[src/rtl/csr_trap_sequencer.sv]
// Machine-mode trap/return sequencer. Owns the CSR file ports while a
// timer-interrupt trap entry or an MRET is being carried out, and hands
// them back to the core in IDLE.
//
// state   | meaning
// --------+----------------------------------------------------
// IDLE    | core owns CSR ports; watch for MRET / pending irq
// T_RD    | trap: read mstatus into mstatus_q
// T_SAVE  | trap: write mepc (port 1) and updated mstatus (port 2)
// T_VEC   | trap: write mcause, read mtvec, form redirect target
// M_RD    | mret: read mstatus into mstatus_q
// M_RET   | mret: write restored mstatus, read mepc as redirect
module csr_trap_sequencer #(
  parameter int DATA_WIDTH = 64,
  parameter int ADDR_WIDTH = 3
) (
  input  logic                  clk,
  input  logic                  arst,
  input  logic                  i_instr_boundary,
  input  logic                  i_mret,
  input  logic [DATA_WIDTH-1:0] i_pc,
  input  logic                  i_mie_mstatus,
  input  logic                  i_mtip_mip,
  input  logic                  i_mtie_mie,
  input  logic                  i_core_we,
  input  logic [ADDR_WIDTH-1:0] i_core_waddr,
  input  logic [DATA_WIDTH-1:0] i_core_wdata,
  input  logic [ADDR_WIDTH-1:0] i_core_raddr,
  input  logic [DATA_WIDTH-1:0] i_csr_rdata,
  output logic [ADDR_WIDTH-1:0] o_csr_raddr,
  output logic                  o_csr_we_1,
  output logic [ADDR_WIDTH-1:0] o_csr_waddr_1,
  output logic [DATA_WIDTH-1:0] o_csr_wdata_1,
  output logic                  o_csr_we_2,
  output logic [ADDR_WIDTH-1:0] o_csr_waddr_2,
  output logic [DATA_WIDTH-1:0] o_csr_wdata_2,
  output logic [DATA_WIDTH-1:0] o_core_rdata,
  output logic                  o_busy,
  output logic                  o_redirect_valid,
  output logic [DATA_WIDTH-1:0] o_redirect_pc
);

  localparam logic [2:0] S_IDLE   = 3'd0;
  localparam logic [2:0] S_T_RD   = 3'd1;
  localparam logic [2:0] S_T_SAVE = 3'd2;
  localparam logic [2:0] S_T_VEC  = 3'd3;
  localparam logic [2:0] S_M_RD   = 3'd4;
  localparam logic [2:0] S_M_RET  = 3'd5;

  localparam logic [ADDR_WIDTH-1:0] A_MSTATUS = ADDR_WIDTH'(0);
  localparam logic [ADDR_WIDTH-1:0] A_MTVEC   = ADDR_WIDTH'(3);
  localparam logic [ADDR_WIDTH-1:0] A_MCAUSE  = ADDR_WIDTH'(4);
  localparam logic [ADDR_WIDTH-1:0] A_MEPC    = ADDR_WIDTH'(5);

  // Interrupt bit set, machine timer interrupt (cause 7).
  localparam logic [DATA_WIDTH-1:0] MCAUSE_MTI = {1'b1, {(DATA_WIDTH-4){1'b0}}, 3'd7};

  logic [2:0]            r_state;
  logic [2:0]            w_next;
  logic [DATA_WIDTH-1:0] r_pc_q;
  logic [DATA_WIDTH-1:0] r_mstatus_q;
  logic                  r_redirect_valid;
  logic [DATA_WIDTH-1:0] r_redirect_pc;

  logic                  w_irq;
  logic                  w_take_mret;
  logic                  w_take_trap;
  logic [DATA_WIDTH-1:0] w_mtvec_base;
  logic [DATA_WIDTH-1:0] w_trap_target;

  assign w_irq       = i_mie_mstatus & i_mtip_mip & i_mtie_mie;
  assign w_take_mret = i_instr_boundary & i_mret;
  assign w_take_trap = i_instr_boundary & ~i_mret & w_irq;

  // Vectored mode jumps to base + 4*cause; the add wraps at DATA_WIDTH.
  assign w_mtvec_base  = i_csr_rdata & ~DATA_WIDTH'(3);
  assign w_trap_target = (i_csr_rdata[1:0] == 2'b01) ? w_mtvec_base + DATA_WIDTH'(28)
                                                     : w_mtvec_base;

  assign o_core_rdata     = i_csr_rdata;
  assign o_busy           = (r_state != S_IDLE);
  assign o_redirect_valid = r_redirect_valid;
  assign o_redirect_pc    = r_redirect_pc;

  // Next-state and CSR port arbitration/steering.
  always_comb begin
    w_next        = r_state;
    o_csr_raddr   = A_MSTATUS;
    o_csr_we_1    = 1'b0;
    o_csr_waddr_1 = A_MSTATUS;
    o_csr_wdata_1 = '0;
    o_csr_we_2    = 1'b0;
    o_csr_waddr_2 = A_MSTATUS;
    o_csr_wdata_2 = '0;
    case (r_state)
      S_IDLE: begin
        o_csr_raddr   = i_core_raddr;
        o_csr_we_1    = i_core_we;
        o_csr_waddr_1 = i_core_waddr;
        o_csr_wdata_1 = i_core_wdata;
        if (w_take_mret)      w_next = S_M_RD;
        else if (w_take_trap) w_next = S_T_RD;
      end
      S_T_RD: begin
        o_csr_raddr = A_MSTATUS;
        w_next      = S_T_SAVE;
      end
      S_T_SAVE: begin
        o_csr_we_1       = 1'b1;
        o_csr_waddr_1    = A_MEPC;
        o_csr_wdata_1    = r_pc_q;
        o_csr_we_2       = 1'b1;
        o_csr_waddr_2    = A_MSTATUS;
        o_csr_wdata_2    = r_mstatus_q;
        o_csr_wdata_2[7] = r_mstatus_q[3];
        o_csr_wdata_2[3] = 1'b0;
        w_next           = S_T_VEC;
      end
      S_T_VEC: begin
        o_csr_we_1    = 1'b1;
        o_csr_waddr_1 = A_MCAUSE;
        o_csr_wdata_1 = MCAUSE_MTI;
        o_csr_raddr   = A_MTVEC;
        w_next        = S_IDLE;
      end
      S_M_RD: begin
        o_csr_raddr = A_MSTATUS;
        w_next      = S_M_RET;
      end
      S_M_RET: begin
        o_csr_we_2       = 1'b1;
        o_csr_waddr_2    = A_MSTATUS;
        o_csr_wdata_2    = r_mstatus_q;
        o_csr_wdata_2[3] = r_mstatus_q[7];
        o_csr_wdata_2[7] = 1'b1;
        o_csr_raddr      = A_MEPC;
        w_next           = S_IDLE;
      end
      default: w_next = S_IDLE;
    endcase
  end

  // State, captured PC/mstatus and the registered redirect.
  always_ff @(posedge clk or posedge arst) begin
    if (arst) begin
      r_state          <= S_IDLE;
      r_pc_q           <= '0;
      r_mstatus_q      <= '0;
      r_redirect_valid <= 1'b0;
      r_redirect_pc    <= '0;
    end else begin
      r_state          <= w_next;
      r_redirect_valid <= 1'b0;
      case (r_state)
        S_IDLE: begin
          if (w_take_trap) r_pc_q <= i_pc;
        end
        S_T_RD, S_M_RD: r_mstatus_q <= i_csr_rdata;
        S_T_VEC: begin
          r_redirect_valid <= 1'b1;
          r_redirect_pc    <= w_trap_target;
        end
        S_M_RET: begin
          r_redirect_valid <= 1'b1;
          r_redirect_pc    <= i_csr_rdata;
        end
        default: ;
      endcase
    end
  end

endmodule

[config.mk]
export PLATFORM = sky130hd
export DESIGN_NAME = csr_trap_sequencer
export DESIGN_NICKNAME = d
export VERILOG_FILES = /design/src/rtl/csr_trap_sequencer.sv
export SDC_FILE = /design/constraint.sdc
export NUM_CORES = 1
export LEC_CHECK = 0
export ABC_AREA = 0
export ABC_CLOCK_PERIOD_IN_PS = 15850
export BUFFER_PORTS_ARGS = -buffer_cell sky130_fd_sc_hd__buf_2
export CORE_AREA = 2 2 184 186
export DETAILED_ROUTE_END_ITERATION = 6
export DIE_AREA = 0 0 186 188
export PLACE_DENSITY = 0.55
export SLEW_MARGIN = 0
export SYNTH_ARGS = -nofsm -noshare
export SYNTH_HDL_FRONTEND = slang
export SYNTH_SLANG_ARGS = --single-unit
[constraint.sdc]
create_clock -name clk -period 15.85 [get_ports clk]
set_input_delay 1.585 -clock clk [delete_from_list [all_inputs] [get_ports clk]]
set_output_delay 1.585 -clock clk [all_outputs]
set_load 0.01 [all_outputs]
After elaboration in Yosys (flattened, before gate mapping):

Index checks and enable logic that the tools add are counted.

* output and inout port bits: 269
* register bits: 196
* logic and storage cells: 39
* bits of input ports: 206

* multiplexer cells: 12
* reduce and logical (&&, ||, !) cells: 8
* equal/unequal tests: 7
* add/sub/neg operators: 1
* bitwise operators: 6

Operators with widths (count)
* $pmux W64 S2: 2
* $pmux W64 S3: 1
* $add A64 B5 Y64 const B: 1
* $mux W64: 1
* $pmux W3 S3: 2
* $pmux W3 S4: 1
* $reduce_or A2 Y1: 4
* $eq A3 B2 Y1 const B: 2
* $eq A3 B3 Y1 const B: 2
* $mux W3: 2
* $and A1 B1 Y1: 5
* $eq A3 B1 Y1 const B: 1
* $logic_not A3 Y1: 1
* $ne A3 B3 Y1 const B: 1
* $reduce_bool A3 Y1: 1
* $eq A2 B1 Y1 const B: 1
* $mux W1: 2
* $pmux W1 S2: 1
* $reduce_and A2 Y1: 1
* $reduce_bool A2 Y1: 1
* $not A1 Y1: 1

Logic depth before layout (Yosys ltp):

Gate-level depths: netlist of run 1.

* depth in word-level cells: 6
* gate-level depth with buffers: 9
* depth with buffers taken out: 8

Worst setup path after synthesis of run 1:

Ideal clock, no wire load.

* path type: input to output
* start: input port i_core_raddr[1]
* end: output port o_csr_raddr[1]
* data required time: 14265 ps
* slack: 12413 ps
* stages on the path: 2
* data arrival time: 1852 ps
* path buffers: 0
* cell sequence: nand2_1 a21oi_1

* cells in the longest elaborated chain, start to end: 1

Ends and longest elaborated chain
* start: declaration: line 28 `input logic [ADDR_WIDTH-1:0] i_core_raddr,`
* $pmux W3 S3: line 95 `case (r_state)`
* end: declaration: line 30 `output logic [ADDR_WIDTH-1:0] o_csr_raddr,`

Every way passes these cells.

Worst setup path in the final report of run 1:

* start: register r_state[2]
* end: output port o_csr_wdata_2[24]

* cells in the longest elaborated chain, start to end: 2
* elaborated cells between the ends (all ways): 3
* those cells by class: eq/ne (2); mux (1)

Ends and longest elaborated chain
* start: declaration: line 58 `logic [2:0] r_state;`
* start signal: assignment: line 152 `r_state <= w_next;`
* $eq A3 B3 Y1 / $eq A3 B2 Y1 (equally long branches): line 95
* $pmux W64 S2 (*): line 95
* end: declaration: line 36 `output logic [DATA_WIDTH-1:0] o_csr_wdata_2,`

Every way passes the cells marked *; elsewhere a longest branch is shown, timed or not.

==> flow_metrics.env, run 1 <==
export IMPL_status="complete, no violations"
export IMPL_clock_fmax_ghz=0.2137
export IMPL_grt_use_total_pct=20.60
export IMPL_synth_area_per_cell_um2=10.60
export IMPL_critPathRequiredTime_ns=14.27
export IMPL_finalHoldViolations=0
export IMPL_top_usage_layer="met2"
export IMPL_clock_latency_ns=0.45
export IMPL_end_kind="output pin"
export IMPL_use_met3_pct=6.195
export IMPL_ant_nets=0
export IMPL_hp_class="reg -> reg"
export IMPL_final_fill_count=3385
export IMPL_synth_commonest_cells="196 x dfrtp_1, 124 x mux2_2, 94 x nor2_1, 70 x a21oi_1, 69 x buf_4"
export IMPL_clock_sinks=196
export IMPL_multi_input_area_um2=4659
export IMPL_finalNetCount=1560
export IMPL_critical_path_arrival_ns=3.09
export IMPL_yosysWarnings=0
export IMPL_die_x_um=186
export IMPL_cap_viol_max_count=0
export IMPL_vias_per_cell=4.818
export IMPL_path_buf_inv=1
export IMPL_gp_congestion=0.7904
export IMPL_synthesis_area_um2=10310
export IMPL_netlist_area_leader_share_pct=47.56
export IMPL_io_pins=475
export IMPL_dr_total_vias=8749
export IMPL_synth_top_area_cell="dfrtp_1"
export IMPL_area_growth_synth_to_final_pct=27.71
export IMPL_criticalPathCategory="reg -> out"
export IMPL_grt_pass1_wl_um=53380
export IMPL_synthTopCellsByArea="dfrtp_1 48%, mux2_2 14%, a22o_1 5.1%"
export IMPL_worst_slew_pin_transition_ns=1.007
export IMPL_drc=0
export IMPL_die_area_um2=34970
export IMPL_async_reset_ff_share_pct=100.0
export IMPL_avgRoutedWirePerCell_um=19.95
export IMPL_row_count=67
export IMPL_start_util_pct=31.14
export IMPL_wirelength_um=36240
export IMPL_gr_total_overflow=0
export IMPL_syn_inst=973
export IMPL_p_per_area_nw_per_um2=187.8
export IMPL_use_met1_pct=23.94
export IMPL_cts_hold_buf=0
export IMPL_grtUsageMet2_pct=36.19
export IMPL_cts_made_buffers=17
export IMPL_drv_slew=0
export IMPL_cts_resized=0
export IMPL_grt_max_degree=126
export IMPL_cts_htree_levels=4
export IMPL_holdWs_ns=0.4954
export IMPL_clk_path_buf_depth=2
export IMPL_coreArea_um2=33110
export IMPL_drtIter0Drc=331
export IMPL_cts_root_buf="clkbuf_16"
export IMPL_path_cells="and3b_1 -> or2_2 -> and2_1 -> buf_2"
export IMPL_postCtsSetupBuffers=0
export IMPL_first_pass_iters=4
export IMPL_timing_critical_path_from_type="register"
export IMPL_ir_worst_vdd_uv=132.9
export IMPL_totalNegativeSetupSlack_ns=0
export IMPL_die_h_um=188
export IMPL_dpl_hpwl_um=27500
export IMPL_synth_flop_cell="dfrtp_1"
export IMPL_slowest_delay_ns=0.82
export IMPL_rsz0062_at_grt="no"
export IMPL_setup_violations=0
export IMPL_drive_above_1_share_pct=48.17
export IMPL_finClkSkew_ns=0.009202
export IMPL_antenna_found_initial=4
export IMPL_grt_pass1_vias=8590
export IMPL_synth_edf_count=0
export IMPL_port_buffers=471
export IMPL_regArea_um2=4905
export IMPL_yosysSeqAreaShare_pct=47.56
export IMPL_crit_slowest_cell="dfrtp_1"
export IMPL_synth_most_common_cell="dfrtp_1"
export IMPL_path_delay_family="simple AND/OR/NAND/NOR gates"
export IMPL_synth_cell_types=43
export IMPL_cp_max_fo=63
export IMPL_ys_seq_elements=196
export IMPL_period_minus_slack_ns=4.679
export IMPL_cts_tree="done"
export IMPL_relSlewSlack_pct=32.88
export IMPL_fin_crit_sh_pct=29.52
export IMPL_power_leakage_nw=6.217
export IMPL_clkTransAtPathRegs_ns=0.07
## path summary, 6_finish.rpt
kind	from	end	slack, ns	cells past startpoint
setup / recovery	r_state[2]	o_csr_wdata_2[24]	11.17	4
hold / removal	r_pc_q[47]	r_pc_q[47]	0.50	1
setup reg to reg	r_state[2]	r_pc_q[29]	12.07	6
hold reg to reg	r_pc_q[47]	r_pc_q[47]	0.50	1
max in group asynchronous	arst	o_redirect_pc[63]	12.95	3
min in group asynchronous	arst	r_pc_q[10]	1.35	2
## state kept, by name (all words and copies together) (netlist names)
name	flops
r_pc_q	64
o_redirect_valid	1
r_state	3
r_mstatus_q	64
o_redirect_pc	64
## placed cells by master, fill, tap and decap left out, drive strengths merged
cell / synthesis / routed
nand4: 22 / 22
conb: 1 / 3
and4: 2 / 2
a22oi: 2 / 2
a22o: 60 / 60
dfrtp: 196 / 196
a211oi: 1 / 1
and3b: 1 / 1
bufinv: 0 / 1
clkinv: 0 / 7
xnor2: 43 / 43
mux2: 129 / 129
nor3: 26 / 26
diode: 0 / 2
nor2b: 2 / 2
clkbuf: 43 / 21
nand2b: 1 / 1
nand3: 25 / 25
a21o: 2 / 2
ha: 1 / 1
nor4: 16 / 16
o21ai: 7 / 7
or2: 2 / 2
a21oi: 71 / 71
and3: 6 / 6
xor2: 19 / 19
nand3b: 1 / 1
and2: 65 / 65
buf: 79 / 481
nand2: 42 / 42
o21a: 1 / 1
or3: 1 / 1
nor2: 94 / 94
mux2i: 1 / 1
inv: 11 / 14
## final cells by class
type                            count  share of cell area [%]
Antenna cell                        2                 0.03800
Tap cell                          448                   4.256
Clock inverter                     11                  0.7505
Timing Repair Buffer              481                   18.47
Inverter                           11                  0.3705
Sequential cell                   196                   37.24
Clock buffer                       21                   3.496
Multi-Input combinational cell    646                   35.38
## cells by family (layout without fill, tap and decap cells)
family | count (synthesis) | count (layout) | share of synthesized area (%)
adders and majority gates | 1 | 1 | 0.1213
and+or+nand+nor | 306 | 306 | 15.89
buffers and inverters | 133 | 524 | 7.583
AOI/OAI and AO/OA | 144 | 144 | 9.354
DFF | 196 | 196 | 47.56
muxes | 130 | 130 | 14.18
xor gates and xnor gates | 62 | 62 | 5.266
other | 1 | 5 | 0.03636
## where the power goes
| group | total [mW] | switching [mW] | internal, mW | leakage [nW] |
|---|---|---|---|---|
| clock | 0.432 | 0.206 | 0.226 | 0.282 |
| combinational | 1.16 | 0.624 | 0.532 | 3.61 |
| sequential | 0.886 | 0.134 | 0.752 | 2.32 |
| total | 2.47 | 0.964 | 1.51 | 6.22 |
## per-layer routing
layer	vias up	part of all wire [%]
met2	343	51
met3	38	7.4
met4	2	2.1
li1	4091	-
met5	-	0.044
met1	4275	39
## stage by stage
step,instance area [um^2],worst slack (ns),cells,power (mW),util [%]
after global routing,13170,10.87,1815,2.649,39.77
after CTS,13170,11.00,1814,2.520,39.76
after detailed placement,12610,11.50,1782,2.083,38.07
after global placement,12610,11.70,1782,2.054,38.07
after floorplan,10320,8.924,975,1.629,-
final,13170,11.17,1816,2.473,39.77
Note: power is estimated with default switching activity, not from simulation.
==> run 2, diff against run 1 <==
- ABC_CLOCK_PERIOD_IN_PS: 15850 -> 4900
- clock period: 15.85 -> 4.9 ns (I/O delays scaled with it)
==> run 2 against run 1 <==
Hold slack got worse by 0.30 ns. Total power increased to 3.3 times the previous value. Global-route usage decreased by 0.079 points. Clock power increased to 3.5 times the previous value. Setup slack got worse by 9.5 ns. Clock skew decreased by 0.0029 ns. Routed wire length decreased by 0.81%. Sequential power increased to 3.2 times the previous value. Critical path depth increased by 2. Non-clock buffer count increased by 2.
==> flow_metrics.env, run 2 (same netlist as run 1, synthesis figures left out) <==
export IMPL_antenna_diode_count=0
export IMPL_avgRoutedWirePerCell_um=19.79
export IMPL_path_cells="buf_4 -> nor2_1 -> and2_2 -> or2_2 -> and2_1 -> buf_2"
export IMPL_finClkSkew_ns=0.006309
export IMPL_final_fill_count=3366
export IMPL_ant_nets=0
export IMPL_antenna_found_initial=3
export IMPL_dpl_hpwl_um=27310
export IMPL_cp_max_fo=63
export IMPL_end_kind="output pin"
export IMPL_cts_tree="done"
export IMPL_relSlewSlack_pct=33.29
export IMPL_power_leakage_nw=6.248
export IMPL_clkTransAtPathRegs_ns=0.08
export IMPL_final_cell_mix="471 x buf_2, 196 x dfrtp_1, 124 x mux2_2"
export IMPL_criticalPathCategory="reg -> out"
export IMPL_area_growth_synth_to_final_pct=28.56
export IMPL_dr_total_vias=8693
export IMPL_dp_slack_ns=1.788
export IMPL_die_area_um2=34970
export IMPL_worst_r2r_startpoint="r_state[2]"
export IMPL_drc=0
export IMPL_clock_latency_ns=0.46
export IMPL_r2r_slack_ns=2.25
export IMPL_gr_total_overflow=0
export IMPL_clock_fmax_ghz=0.3137
export IMPL_timing_critical_path_from_type="register"
export IMPL_start_util_pct=31.14
export IMPL_hp_class="in -> async"
export IMPL_setup_violations=0
export IMPL_cts_made_buffers=17
export IMPL_finalHoldViolations=0
export IMPL_drtIter0Drc=401
export IMPL_critical_path_arrival_ns=2.70
export IMPL_cts_root_buf="clkbuf_16"
export IMPL_rsz0062_at_grt="no"
export IMPL_first_pass_iters=5
export IMPL_io_pins=475
export IMPL_ir_worst_vdd_uv=440.1
export IMPL_critPathRequiredTime_ns=4.41
export IMPL_rr_worst_depth=6
export IMPL_vias_per_cell=4.787
export IMPL_drive_above_1_share_pct=48.39
export IMPL_postCtsSetupBuffers=0
export IMPL_die_h_um=188
export IMPL_setup_slack_ns=1.713
export IMPL_die_x_um=186
export IMPL_cap_viol_max_count=0
export IMPL_grt_pass1_wl_um=53150
export IMPL_status="complete, no violations"
export IMPL_final_common_cell="buf_2"
export IMPL_slowest_delay_ns=0.71
export IMPL_clock_sinks=196
export IMPL_totalNegativeSetupSlack_ns=0
export IMPL_port_buffers=471
export IMPL_clk_path_buf_depth=2
export IMPL_r2r_end="r_pc_q[32]"
export IMPL_cts_htree_levels=4
export IMPL_coreArea_um2=33110
export IMPL_finalNetCount=1562
export IMPL_drv_slew=0
export IMPL_crit_slowest_cell="or2_2"
export IMPL_grt_use_total_pct=20.53
export IMPL_wirelength_um=35940
export IMPL_worst_slew_pin_transition_ns=0.9932
export IMPL_row_count=67
export IMPL_gp_congestion=0.8018
export IMPL_grt_pass1_vias=8529
export IMPL_fin_crit_sh_pct=65.05
export IMPL_p_per_area_nw_per_um2=613.3
export IMPL_period_minus_slack_ns=3.187
export IMPL_cts_resized=0
export IMPL_cts_hold_buf=0
export IMPL_grt_max_degree=130
## run 2: cell types whose count changed in the layout (fill, tap and decap cells not counted), sizes merged
cell / change
buf: +2
clkbuf: -3
bufinv: +2
clkinvlp: +3
clkinv: -2
diode: -2
## run 2: final cells by class
| cell class | count | area, um^2 | share of cell area [%] |
|---|---|---|---|
| clock buffers | 18 | 439.2 | 3.313 |
| inverters | 11 | 45.04 | 0.3398 |
| multi-input cells | 646 | 4659 | 35.15 |
| well taps | 448 | 560.5 | 4.228 |
| repair buffers | 483 | 2472 | 18.65 |
| clock inverters | 14 | 176.4 | 1.331 |
| flip-flops and latches | 196 | 4905 | 37.00 |
## run 2: power breakdown
| part | internal [mW] | leakage, nW | switching [mW] |
|---|---|---|---|
| Combinational | 1.73 | 3.62 | 2.06 |
| Sequential | 2.43 | 2.32 | 0.392 |
| Clock | 0.827 | 0.302 | 0.693 |
## run 2: metal layers
layer  part of all wire [%]  routed length, um  track usage, %  vias up
li1                       -                  -               -     4085
met1                     39              13860           23.84     4224
met2                     52              18520           35.72      336
met3                    7.6               2730           6.331       42
met4                    2.2                784           6.693        6
met5                   0.11                 40               0        -
## run 2: how the worst max path moves through the flow
stage	from	end	slack [ns]	cells after the start
2_1_floorplan	arst	o_redirect_pc[0]	1.88	1
3_3_place_gp	i_csr_rdata[18]	o_redirect_pc[63]	1.84	7
3_5_place_dp	i_csr_rdata[18]	o_redirect_pc[63]	1.79	7
4_1_cts	r_state[1]	o_csr_wdata_2[4]	1.57	4
5_1_grt	r_state[1]	o_csr_wdata_2[4]	1.47	4
6_report	r_state[2]	o_csr_wdata_2[4]	1.71	6
## run 2: stage by stage
| stage | instances | utilization, % | instance area [um^2] | power, mW | hold WS (ns) |
|---|---|---|---|---|---|
| after floorplan | 975 | - | 10320 | 5.269 | 0.4590 |
| after global placement | 1784 | 38.18 | 12640 | 6.656 | 0.4679 |
| after detailed placement | 1784 | 38.18 | 12640 | 6.740 | 0.4770 |
| after CTS | 1816 | 40.04 | 13260 | 8.276 | 0.2192 |
| after global routing | 1816 | 40.04 | 13260 | 8.730 | 0.2370 |
| final | 1816 | 40.04 | 13260 | 8.131 | 0.1921 |
## run 2: critical path, delay by kind of cell, from the launching register on
kind / cells / cell delay [ns]
flops: 1 / 0.37
simple gates: 4 / 1.46
buf+inv: 2 / 0.35
